===== config.mk =====
export PLATFORM = sky130hd
export DESIGN_NAME = gb_read_arbiter
export DESIGN_NICKNAME = d
export VERILOG_FILES = /design/src/rtl/gb_read_arbiter.sv
export SDC_FILE = /design/constraint.sdc
export NUM_CORES = 1
export LEC_CHECK = 0
export CAP_MARGIN = 0
export CORE_AREA = 5 5 283 285
export DETAILED_ROUTE_END_ITERATION = 6
export DIE_AREA = 0 0 288 290
export HOLD_SLACK_MARGIN = 0.06
export SYNTH_ARGS = -nofsm -noshare
export SYNTH_HDL_FRONTEND = slang
export SYNTH_SLANG_ARGS = --single-unit
export TNS_END_PERCENT = 20

===== constraint.sdc =====
create_clock -name clk -period 6.75 [get_ports clk]
set_input_delay 1.35 -clock clk [delete_from_list [all_inputs] [get_ports clk]]
set_output_delay 1.35 -clock clk [all_outputs]
set_load 0.03 [all_outputs]

===== src/rtl/gb_read_arbiter.sv =====
// gb_read_arbiter: shares the two global_buffer read ports among NUM_REQ
// requesters. Grants up to two bank-disjoint reads per cycle, round-robin,
// and routes each returned word to its issuer using a fixed-latency tag pipe.
// Optional statistics counters are enabled by defining GB_ARB_STATS_EN.
module gb_read_arbiter #(
    parameter int unsigned NUM_REQ    = 3,
    parameter int unsigned ADDR_WIDTH = 16,
    parameter int unsigned DATA_WIDTH = 128,
    parameter int unsigned RD_LAT     = 3
) (
    input  logic                             clk,
    input  logic                             rst,
    input  logic [NUM_REQ-1:0]               req_valid,
    input  logic [NUM_REQ*ADDR_WIDTH-1:0]    req_addr,
    output logic [NUM_REQ-1:0]               req_ready,
    output logic [ADDR_WIDTH-1:0]            gb_raddr_a,
    output logic [ADDR_WIDTH-1:0]            gb_raddr_b,
    input  logic [DATA_WIDTH-1:0]            gb_dout_a,
    input  logic [DATA_WIDTH-1:0]            gb_dout_b,
    output logic [NUM_REQ-1:0]               rsp_valid,
    output logic [NUM_REQ*DATA_WIDTH-1:0]    rsp_data
`ifdef GB_ARB_STATS_EN
    ,
    output logic [31:0]                      stat_grants,
    output logic [31:0]                      stat_conflicts
`endif
);

    localparam int unsigned IDW = (NUM_REQ > 1) ? $clog2(NUM_REQ) : 1;

    typedef struct packed {
        logic           va;
        logic [IDW-1:0] ia;
        logic           vb;
        logic [IDW-1:0] ib;
    } tag_t;

    // Bank map: top address bit selects OUTPUT, next bit WEIGHT, else INPUT.
    function automatic logic [1:0] bank_of(input logic [ADDR_WIDTH-1:0] a);
        if (a[ADDR_WIDTH-1])      return 2'd2;
        else if (a[ADDR_WIDTH-2]) return 2'd1;
        else                      return 2'd0;
    endfunction

    function automatic int unsigned wrap_id(input int unsigned base, input int unsigned k);
        return (base + k) % NUM_REQ;
    endfunction

    logic [IDW-1:0]        rr_ptr;
    logic                  gnt_a, gnt_b, clash;
    logic [IDW-1:0]        id_a, id_b;
    logic [ADDR_WIDTH-1:0] addr_a, addr_b;
    logic [1:0]            bank_a;
    tag_t                  tag_q [RD_LAT+1];

    // Round-robin pick for port A, then first later requester on another bank for B.
    always_comb begin
        gnt_a     = 1'b0;
        gnt_b     = 1'b0;
        clash     = 1'b0;
        id_a      = '0;
        id_b      = '0;
        req_ready = '0;
        for (int unsigned k = 0; k < NUM_REQ; k++) begin
            if (!rst && !gnt_a && req_valid[wrap_id(32'(rr_ptr), k)]) begin
                gnt_a = 1'b1;
                id_a  = IDW'(wrap_id(32'(rr_ptr), k));
            end
        end
        addr_a = req_addr[id_a*ADDR_WIDTH +: ADDR_WIDTH];
        bank_a = bank_of(addr_a);
        for (int unsigned k = 1; k < NUM_REQ; k++) begin
            if (gnt_a && !gnt_b && req_valid[wrap_id(32'(id_a), k)]) begin
                if (bank_of(req_addr[wrap_id(32'(id_a), k)*ADDR_WIDTH +: ADDR_WIDTH]) != bank_a) begin
                    gnt_b = 1'b1;
                    id_b  = IDW'(wrap_id(32'(id_a), k));
                end else begin
                    clash = 1'b1;
                end
            end
        end
        addr_b = req_addr[id_b*ADDR_WIDTH +: ADDR_WIDTH];
        if (gnt_a) req_ready[id_a] = 1'b1;
        if (gnt_b) req_ready[id_b] = 1'b1;
    end

    // Pointer advance and read-address registers; an idle port shadows the active one.
    always_ff @(posedge clk) begin
        if (rst) begin
            rr_ptr     <= '0;
            gb_raddr_a <= '0;
            gb_raddr_b <= '0;
        end else begin
            if (gnt_a) rr_ptr <= IDW'(wrap_id(32'(id_a), 1));
            gb_raddr_a <= gnt_a ? addr_a : '0;
            gb_raddr_b <= gnt_b ? addr_b : (gnt_a ? addr_a : '0);
        end
    end

    // Tag pipeline aligned so the last stage coincides with dout.
    always_ff @(posedge clk) begin
        if (rst) begin
            for (int unsigned i = 0; i <= RD_LAT; i++) tag_q[i] <= '0;
        end else begin
            tag_q[0] <= '{va: gnt_a, ia: id_a, vb: gnt_b, ib: id_b};
            for (int unsigned i = 1; i <= RD_LAT; i++) tag_q[i] <= tag_q[i-1];
        end
    end

    // Capture returned words into the issuing requester's slot and pulse its valid.
    always_ff @(posedge clk) begin
        if (rst) begin
            rsp_valid <= '0;
            rsp_data  <= '0;
        end else begin
            rsp_valid <= '0;
            if (tag_q[RD_LAT].va) begin
                rsp_valid[tag_q[RD_LAT].ia] <= 1'b1;
                rsp_data[tag_q[RD_LAT].ia*DATA_WIDTH +: DATA_WIDTH] <= gb_dout_a;
            end
            if (tag_q[RD_LAT].vb) begin
                rsp_valid[tag_q[RD_LAT].ib] <= 1'b1;
                rsp_data[tag_q[RD_LAT].ib*DATA_WIDTH +: DATA_WIDTH] <= gb_dout_b;
            end
        end
    end

`ifdef GB_ARB_STATS_EN
    logic [31:0] grant_inc;
    assign grant_inc = gnt_b ? 32'd2 : (gnt_a ? 32'd1 : 32'd0);

    // Saturating grant and bank-clash counters.
    always_ff @(posedge clk) begin
        if (rst) begin
            stat_grants    <= '0;
            stat_conflicts <= '0;
        end else begin
            stat_grants <= (stat_grants > ('1 - grant_inc)) ? '1 : stat_grants + grant_inc;
            if (clash && stat_conflicts != '1) stat_conflicts <= stat_conflicts + 32'd1;
        end
    end
`endif

endmodule


Yosys cells after proc, flatten, opt, wreduce, memory -nomap -nowiden
Memories as Yosys holds them, arrays and structs flattened. Index checks and enable logic that the tools add are counted.

Add/subtract/negate cells: 6. Reduce and logical (&&, ||, !) cells: 16. Equality and inequality tests: 2. Bitwise operators: 6. $lt $le $gt $ge: 13. Mux-type cells: 59. Shift-type cells: 8. Divide/modulo/power cells: 5.

Operators with widths (number): $mux 384 (3); $bwmux 384 (2); $shift 128x34->384 const A (2); $shiftx 128x34->384 (2); $lt 32x3->1 const B (5); $mod 32x2->32 const B (4); $shiftx 48x33->16 (2); $shiftx 48x7->16 (2); $neg 9->34 (2); $mod 2x2->32 const B (1); $mux 16 (2); $mux 2 (12); $mux 6 (4); $mux 1 (22); $mux 3 (5); $logic_and 1x1->1 (12); $lt 2x3->1 const B (4); $bmux 1 s2 (5); $demux 1 s2 (4); $ge 2x1->1 const B (4); $add 2x1->3 const B (2); $add 2x2->3 const B (2); $or 3x3->3 (2); $logic_not 1->1 (4); other kinds (2) (6).

Bits in registers: 421. Memories: 1. RAM bits: 24. Input bits: 309. Logic and storage cells: 121.

Memories: tag_q (words 4, width 6, rd ports 4, clocked after memory_dff 0, wr ports 4, RTL line 54) `tag_t tag_q [RD_LAT+1];`.

Logic depth before layout (Yosys ltp)
Gate-level depths: netlist of run 1.

Word-level depth: 35. Mapped depth: 24. Depth with buffers taken out: 19.

Least setup slack after synthesis of run 1
OpenSTA, ideal clock, no wires.

Path type: input port to output port. Start: input req_valid[1]. End: output req_ready[0]. Data required time: 5.400 ns. Stages: 20. Path slack: 0.108 ns. Data arrival time: 5.292 ns. Cell sequence: nor2b_1 > o211a_1 > nor3_2 > nor2_1 > clkbuf_1 > inv_1 > ha_1 > clkbuf_1 > nor3b_1 > a21oi_1 > or4_1 > a21oi_1 > a41oi_1 > and4_4 > or3_1 > o22ai_1 > and3_4 > buf_6 > buf_6 > a21o_1.

Cells in the longest elaborated chain, start to end: 31. Elaborated cells between the ends (all ways): 65.

RTL lines: from (decl) (RTL line 13) `input logic [NUM_REQ-1:0] req_valid,`; $bmux 1 s2 (RTL line 65) `if (!rst && !gnt_a && req_valid[wrap_id(32'(rr_ptr), k)]) begin`; $mux 1 (implied by the code) (RTL line 65); $logic_and 1x1->1 (RTL line 65); $mux 1 (RTL line 65); $logic_not 1->1 (RTL line 65); $logic_and 1x1->1 (2 in a row) (RTL line 65); $mux 1 (RTL line 65); $logic_not 1->1 (RTL line 65); (+3 left out); net id_a[0] (RTL line 51) `logic [IDW-1:0] id_a, id_b;`; (+10 left out); $logic_and 1x1->1 (2 in a row) (RTL line 73) `if (gnt_a && !gnt_b && req_valid[wrap_id(32'(id_a), k)]) begin`; $mux 2 (RTL line 73); $lt 2x3->1 (implied by the code) or $ge 2x1->1 (tied branches) (RTL line 84) `if (gnt_b) req_ready[id_b] = 1'b1;`; $logic_and 1x1->1 (implied by the code) (RTL line 84); $mux 1 (implied by the code) (RTL line 84); $demux 1 s2 (RTL line 84); $or 3x3->3 (no line); $mux 3 * (RTL line 84); to (decl) (RTL line 15) `output logic [NUM_REQ-1:0] req_ready,`.

Mark *: on every way through the listed nets, which the timed path passes. The rest lies on a longest branch. The select of a mux whose other input is x is not followed.

Worst setup path in the final report of run 1
Ends and elaborated chain as after synthesis.

==> results of run 1 <==
-- sequential cells by signal, summed over array words and instances (netlist names) --
| register | count |
|---|---|
| gb_raddr_a | 16 |
| gb_raddr_b | 16 |
| rr_ptr | 2 |
| rsp_data | 384 |
| rsp_valid | 3 |
| tag_q | 24 |
-- logic make-up after synthesis --
logic type,count (synthesis),share of synthesized area
AO/OA/AOI/OAI,883,0.293
buffers and inverters,278,0.0552
multiplexers,11,0.00568
adder cells (fa/ha/maj),20,0.0126
AND/OR/NAND/NOR,880,0.179
flip-flops,445,0.455
XOR/XNOR,1,0.000447
-- worst max-delay path by stage --
stage,from,end,cells after the start
finish,req_valid[1],req_ready[0],15
global route,req_valid[1],req_ready[0],18
CTS,req_valid[1],req_ready[0],18
detailed placement,req_valid[1],req_ready[0],18
global placement,req_valid[2],req_ready[0],18
floorplan,req_valid[1],req_ready[0],20
-- routing by layer --
metal  vias to the layer above  GRT usage  routed length, um
met5                         -          0                 36
met4                         6     0.0771               3700
met3                       170     0.0574               8950
met2                      1102      0.344              44300
met1                     10200      0.264              37300
li1                      10000          -                  -
-- worst max-delay path: stages --
cell and delay (ns):
clkdlybuf4s50_1 0.50, nor2b_2 0.21, nor4_2 0.25, o31a_2 0.34, ha_1 0.27, mux2_1 0.34, a21oi_1 0.30, a21oi_1 0.10
a211o_1 0.29, and4_4 0.21, or3_1 0.34, o22ai_1 0.14, and3_4 0.21, a21o_1 0.10, buf_4 0.16
-- repair_timing --
action                                  4_1_cts  5_1_grt
gates resized for setup                       0        7
buffers inserted                              0        2
endpoints found under the setup margin        0        1
-- stage by stage --
step	total power, mW	utilization	setup WS, ns	hold WS, ns
floorplan	3.22	-	0.108	0.414
global placement	3.72	0.359	0.212	0.422
detailed placement	3.71	0.359	0.236	0.423
CTS	6.55	0.381	0.215	0.439
global route	6.73	0.382	0.0729	0.459
finish	6.49	0.382	0.299	0.435
-- area by class of cell --
type	count	area, um^2	area share
multi-input cells	1795	9710	0.330
flip-flops and latches	445	8910	0.302
repair buffers	778	7680	0.261
clock buffers	75	1560	0.0529
well taps	1040	1300	0.0442
inverters	42	159	0.00539
clock inverters	19	134	0.00454
diodes	4	10.0	0.000340
-- Yosys cell counts, drive strengths merged, types with 2 or more instances --
| cell | n | share of area |
|---|---|---|
| a21boi | 2 | 0.00077 |
| nor4 | 2 | 0.0017 |
| buf | 33 | 0.0082 |
| o211a | 7 | 0.0036 |
| a211o | 2 | 0.00089 |
| nand3 | 7 | 0.0020 |
| ha | 19 | 0.012 |
| a21oi | 394 | 0.10 |
| or3 | 5 | 0.0021 |
| nand2b | 3 | 0.00096 |
| dfxtp | 445 | 0.45 |
| a41oi | 2 | 0.00089 |
| mux2i | 10 | 0.0051 |
| o31a | 2 | 0.00096 |
| a31o | 2 | 0.00089 |
| clkbuf | 203 | 0.039 |
| a211oi | 16 | 0.0061 |
| and2 | 4 | 0.0013 |
| a221oi | 9 | 0.0040 |
| nor4b | 3 | 0.0013 |
| a22oi | 385 | 0.15 |
| a31oi | 3 | 0.00096 |
| o21a | 3 | 0.0011 |
| a221o | 12 | 0.0061 |
| o21ai | 8 | 0.0020 |
| nand2 | 22 | 0.0042 |
| and3 | 4 | 0.0015 |
| a2111o | 11 | 0.0063 |
| nor2b | 21 | 0.0067 |
| inv | 41 | 0.0079 |
| nor3 | 4 | 0.0013 |
| nor2 | 800 | 0.15 |
| a21o | 3 | 0.0011 |
| o211ai | 19 | 0.0073 |
-- power by group through the flow --
stage	Clock [mW]	Sequential [mW]	Combinational, mW
2_1_floorplan	0	2.91	0.311
5_1_grt	2.99	2.74	0.995
3_5_place_dp	0	2.79	0.920
6_report	2.82	2.74	0.931
3_3_place_gp	0	2.80	0.924
4_1_cts	2.89	2.74	0.927
==> results.yml, run 1 <==
setup_path:
  r2r_cells: 17
  r2r_slack_ns: 2.05
  startpoint_type: "input port"
  path_max_fanout: 7
  endpoint_kind: "output pin"
  r2r-end: "gb_raddr_b[5]"
  critPathRequiredTime_ns: 5.40
  r2r_start: "rr_ptr[0]"
  worstPathArrival_ns: 5.10
  critPathKind: "input port to output pin"
global_routing:
  antenna_found_initial: 7
  grt_pass1_wl_mm: 138
  grt_usage: 0.210
  gr-total-overflow: 0
  grt_max_degree: 184
  grt_pass1_vias: 20400
final_layout:
  syn2layout_area_growth_pct: 50.4
  nFillCells: 7983
  drive_gt1_frac: 0.0542
  nNetsFinal: 3442
  layout_common_cells: "nor2_1, clkdlybuf4s50_1, dfxtp_1"
  final_common_cell: "nor2_1"
  fin_cells: 4198
  fin_area_um2: 29500
routing:
  drc: 0
  routedWlPerCell_um: 22.5
  totalWireLength_mm: 94.2
  firstDrtPassIters: 5
  num_vias: 21600
  ant_nets: 0
  initialDrtViolationCount: 1784
  via_per_inst: 5.13
timing:
  setup_viol: 0
  finalCriticalPeriod_ns: 6.45
  drv_slew: 0
  worst-slew-pin-transition_ns: 1.06
  rsz0062_at_grt: "no"
  hold_viol: 0
  relSlewSlack: 0.294
  skew_ns: 0.0131
  period_share: 0.956
  setup_tns_ns: 0
  fmax_mhz: 155
pwr:
  switching_power_mw: 1.75
  p_seq_frac: 0.422
  combPwrFrac: 0.144
  switching_share: 0.269
  ir_drop_uv: 186
  clockPowerShare: 0.434
  intPower_mw: 4.74
  powerDensity_nw_per_um2: 220
  p_leak_nw: 11.3
placed_design:
  dp_hpwl_mm: 61.3
  dp_cells: 4098
  numPortBuffers: 730
  gp_congestion: 0.838
  postPlaceCellArea_um2: 27700
min_path:
  holdPathEnd: "tag_q[0][12]"
  hold_path_depth: 1
  hp-start: "tag_q[0][6]"
  hold_class: "register to register"
floorplan:
  die_y_um: 290
  initial_core_util: 0.254
  die_x_um: 288
  rows: 102
  ios: 731
  core_area_um2: 77100
  die-area_um2: 83500
cts:
  worstSkewPairLatency_ns: 0.59
  htree_levels: 2
  cts_buffers: 52
  hold_buffers: 0
  tritoncts: "done"
  cts_buffer_depth: 3
  path_clk_slew_ns: 0.05
  clkSinkCount: 445
  clock_tree.root_cell: "clkbuf_16"
logic_synthesis:
  syn_area_per_cell_um2: 7.78
  synth_nets: 2846
  synth_flop_cell: "dfxtp_1"
  yosysSeqAreaShare: 0.455
  ys_async_sr_fraction: 0
  synth_cell_types: 60
  syn_inst: 2518
  netlist_area_um2: 19600
  ys_ff_latch: 445
  yosys_warnings: 0
  synth_edf_count: 0
run:
  maxCapViolations: 0
status:
  status: "finished, final reports clean"
Power figures use the tool's default switching activity.
==> run 2: changes to the inputs <==
CAP_MARGIN = default   (was 0)
CORE_AREA = 5 5 280 282   (was 5 5 283 285)
CTS_BUF_LIST = sky130_fd_sc_hd__clkbuf_2 sky130_fd_sc_hd__clkbuf_4 sky130_fd_sc_hd__clkbuf_8   (was default)
DIE_AREA = 0 0 285 287   (was 0 0 288 290)
==> run 2 against run 1 <==
  * Clock skew increased by 0.023 ns
  * Maximum frequency down 1.4%
  * Combinational power increased by 0.9%
  * Non-clock buffer count up 4
  * Sequential share of layout area about the same
  * Wire length rose by 1.9%
  * Global-route usage is 0.92 points higher
  * Total power down 0.18%
==> results.yml, run 2 (same netlist as run 1, synthesis figures left out) <==
pwr:
  p_leak_nw: 11.4
  ir_drop_uv: 167
  power.total_mw: 6.47
  powerDensity_nw_per_um2: 219
global_routing:
  grt_max_degree: 187
  antenna_found_initial: 12
  grt_usage: 0.219
  grt_pass1_wl_mm: 141
  gr-total-overflow: 0
  grt_pass1_vias: 21100
routing:
  totalWireLength_mm: 96.0
  num_vias: 21800
  via_per_inst: 5.18
  drc: 0
  ant_nets: 0
  initialDrtViolationCount: 1749
  routedWlPerCell_um: 22.9
  firstDrtPassIters: 7
timing:
  whs_ns: 0.421
  setup_viol: 0
  skew_ns: 0.0357
  drv_slew: 0
  worst-slew-pin-transition_ns: 1.09
  fmax_mhz: 153
  relSlewSlack: 0.273
  hold_viol: 0
  finalCriticalPeriod_ns: 6.54
  rsz0062_at_grt: "yes"
  period_share: 0.970
setup_path:
  crit_start: "req_valid[1]"
  critPathKind: "input port to output pin"
  endpoint_kind: "output pin"
  startpoint_type: "input port"
  path_max_fanout: 7
  worstPathArrival_ns: 5.19
  critPathRequiredTime_ns: 5.40
  r2r_start: "rr_ptr[0]"
floorplan:
  die_y_um: 287
  die_x_um: 285
  core_area_um2: 75400
  ios: 731
  rows: 101
  die-area_um2: 81800
  initial_core_util: 0.260
cts:
  clock_tree.root_cell: "clkbuf_8"
  path_clk_slew_ns: 0.06
  clkSinkCount: 445
  htree_levels: 3
  hold_buffers: 0
  worstSkewPairLatency_ns: 0.67
  cts_setup_buffers: 0
  cts_buffer_depth: 3
  tritoncts: "done"
  cts_buffers: 85
final_layout:
  regMostFlops: "rsp_data"
  syn2layout_area_growth_pct: 50.5
  largest_register_ffs: 384
  nFillCells: 7775
  fin_cells: 4198
  multi_input_comb_area_um2: 9690
  layout_common_cells: "nor2_1, clkdlybuf4s50_1, dfxtp_1"
  final_common_cell: "nor2_1"
  fin_area_um2: 29500
  drive_gt1_frac: 0.0726
  reg.largest.list: "rsp_data (384), tag_q (24)"
  seq_area_um2: 8910
  nNetsFinal: 3479
status:
  status: "finished, final reports clean"
placed_design:
  dp_cells: 4042
  dp_hpwl_mm: 61.7
  postPlaceCellArea_um2: 27700
  numPortBuffers: 730
  gp_congestion: 0.865
min_path:
  hp-start: "tag_q[0][14]"
  hold_class: "register to register"
run:
  maxCapViolations: 0
==> run 2: cell count changes in the layout (fill, tap and decap cells not counted), sizes merged <==
cell,before,now
buf,52,55
inv,42,45
clkbuf,75,134
diode,4,9
clkinv,17,6
clkinvlp,1,3
dlymetal6s2s,1,2
==> run 2: final cells by class <==
class,count,share of cell area
diodes,9,0.000764
clock buffers,134,0.0551
clock inverters,13,0.00416
inverters,42,0.00539
multi-input cells,1795,0.329
flip-flops and latches,445,0.302
well taps,978,0.0415
repair buffers,782,0.263
==> run 2: layer usage <==
layer  routed length [um]  up-vias  part of all wire  global-route usage
li1                     -    10100                 -                   -
met4                 3720        6             0.039              0.0863
met1                38200    10400              0.40               0.269
met2                45200     1074              0.47               0.361
met5                   34        -           0.00035                   0
met3                 8900      196             0.093              0.0672
==> run 2: final timing paths <==
kind,end,slack [ns],depth (start not counted)
worst max-delay path,req_ready[0],0.21,17
worst max register to register,gb_raddr_b[6],2.06,17
worst min-delay path,tag_q[0][20],0.42,1
worst min register to register,tag_q[0][20],0.42,1
==> run 2: timing repair <==
item	CTS	global route
setup endpoints to repair	0	3
hold endpoints to repair	0	0
resized for setup	0	6
==> run 2: where the power goes <==
part	internal, mW	switching, mW
combinational	0.407	0.532
sequential	2.70	0.0374
clock	1.57	1.23
total	4.68	1.80
==> run 2: critical path, cell delays in order <==
cell and delay [ns]:
clkdlybuf4s50_1 0.50, nor2b_2 0.21, nor4_2 0.28, o31a_2 0.32, ha_2 0.34, nor3b_1 0.20
a21oi_1 0.08, or4_1 0.40, a21oi_1 0.14, a41oi_1 0.06, and4_4 0.22, buf_4 0.14
or3_1 0.33, o22ai_1 0.14, and3_4 0.20, a21o_1 0.11, buf_4 0.16
==> run 2: metrics by stage <==
step	setup slack [ns]	TNS (ns)	utilization
2_1_floorplan	0.108	0	-
5_1_grt	-0.0434	-0.0800	0.391
3_3_place_gp	-0.00286	-0.00286	0.367
4_1_cts	0.00377	0	0.390
6_report	0.206	0	0.391
3_5_place_dp	0.0388	0	0.367
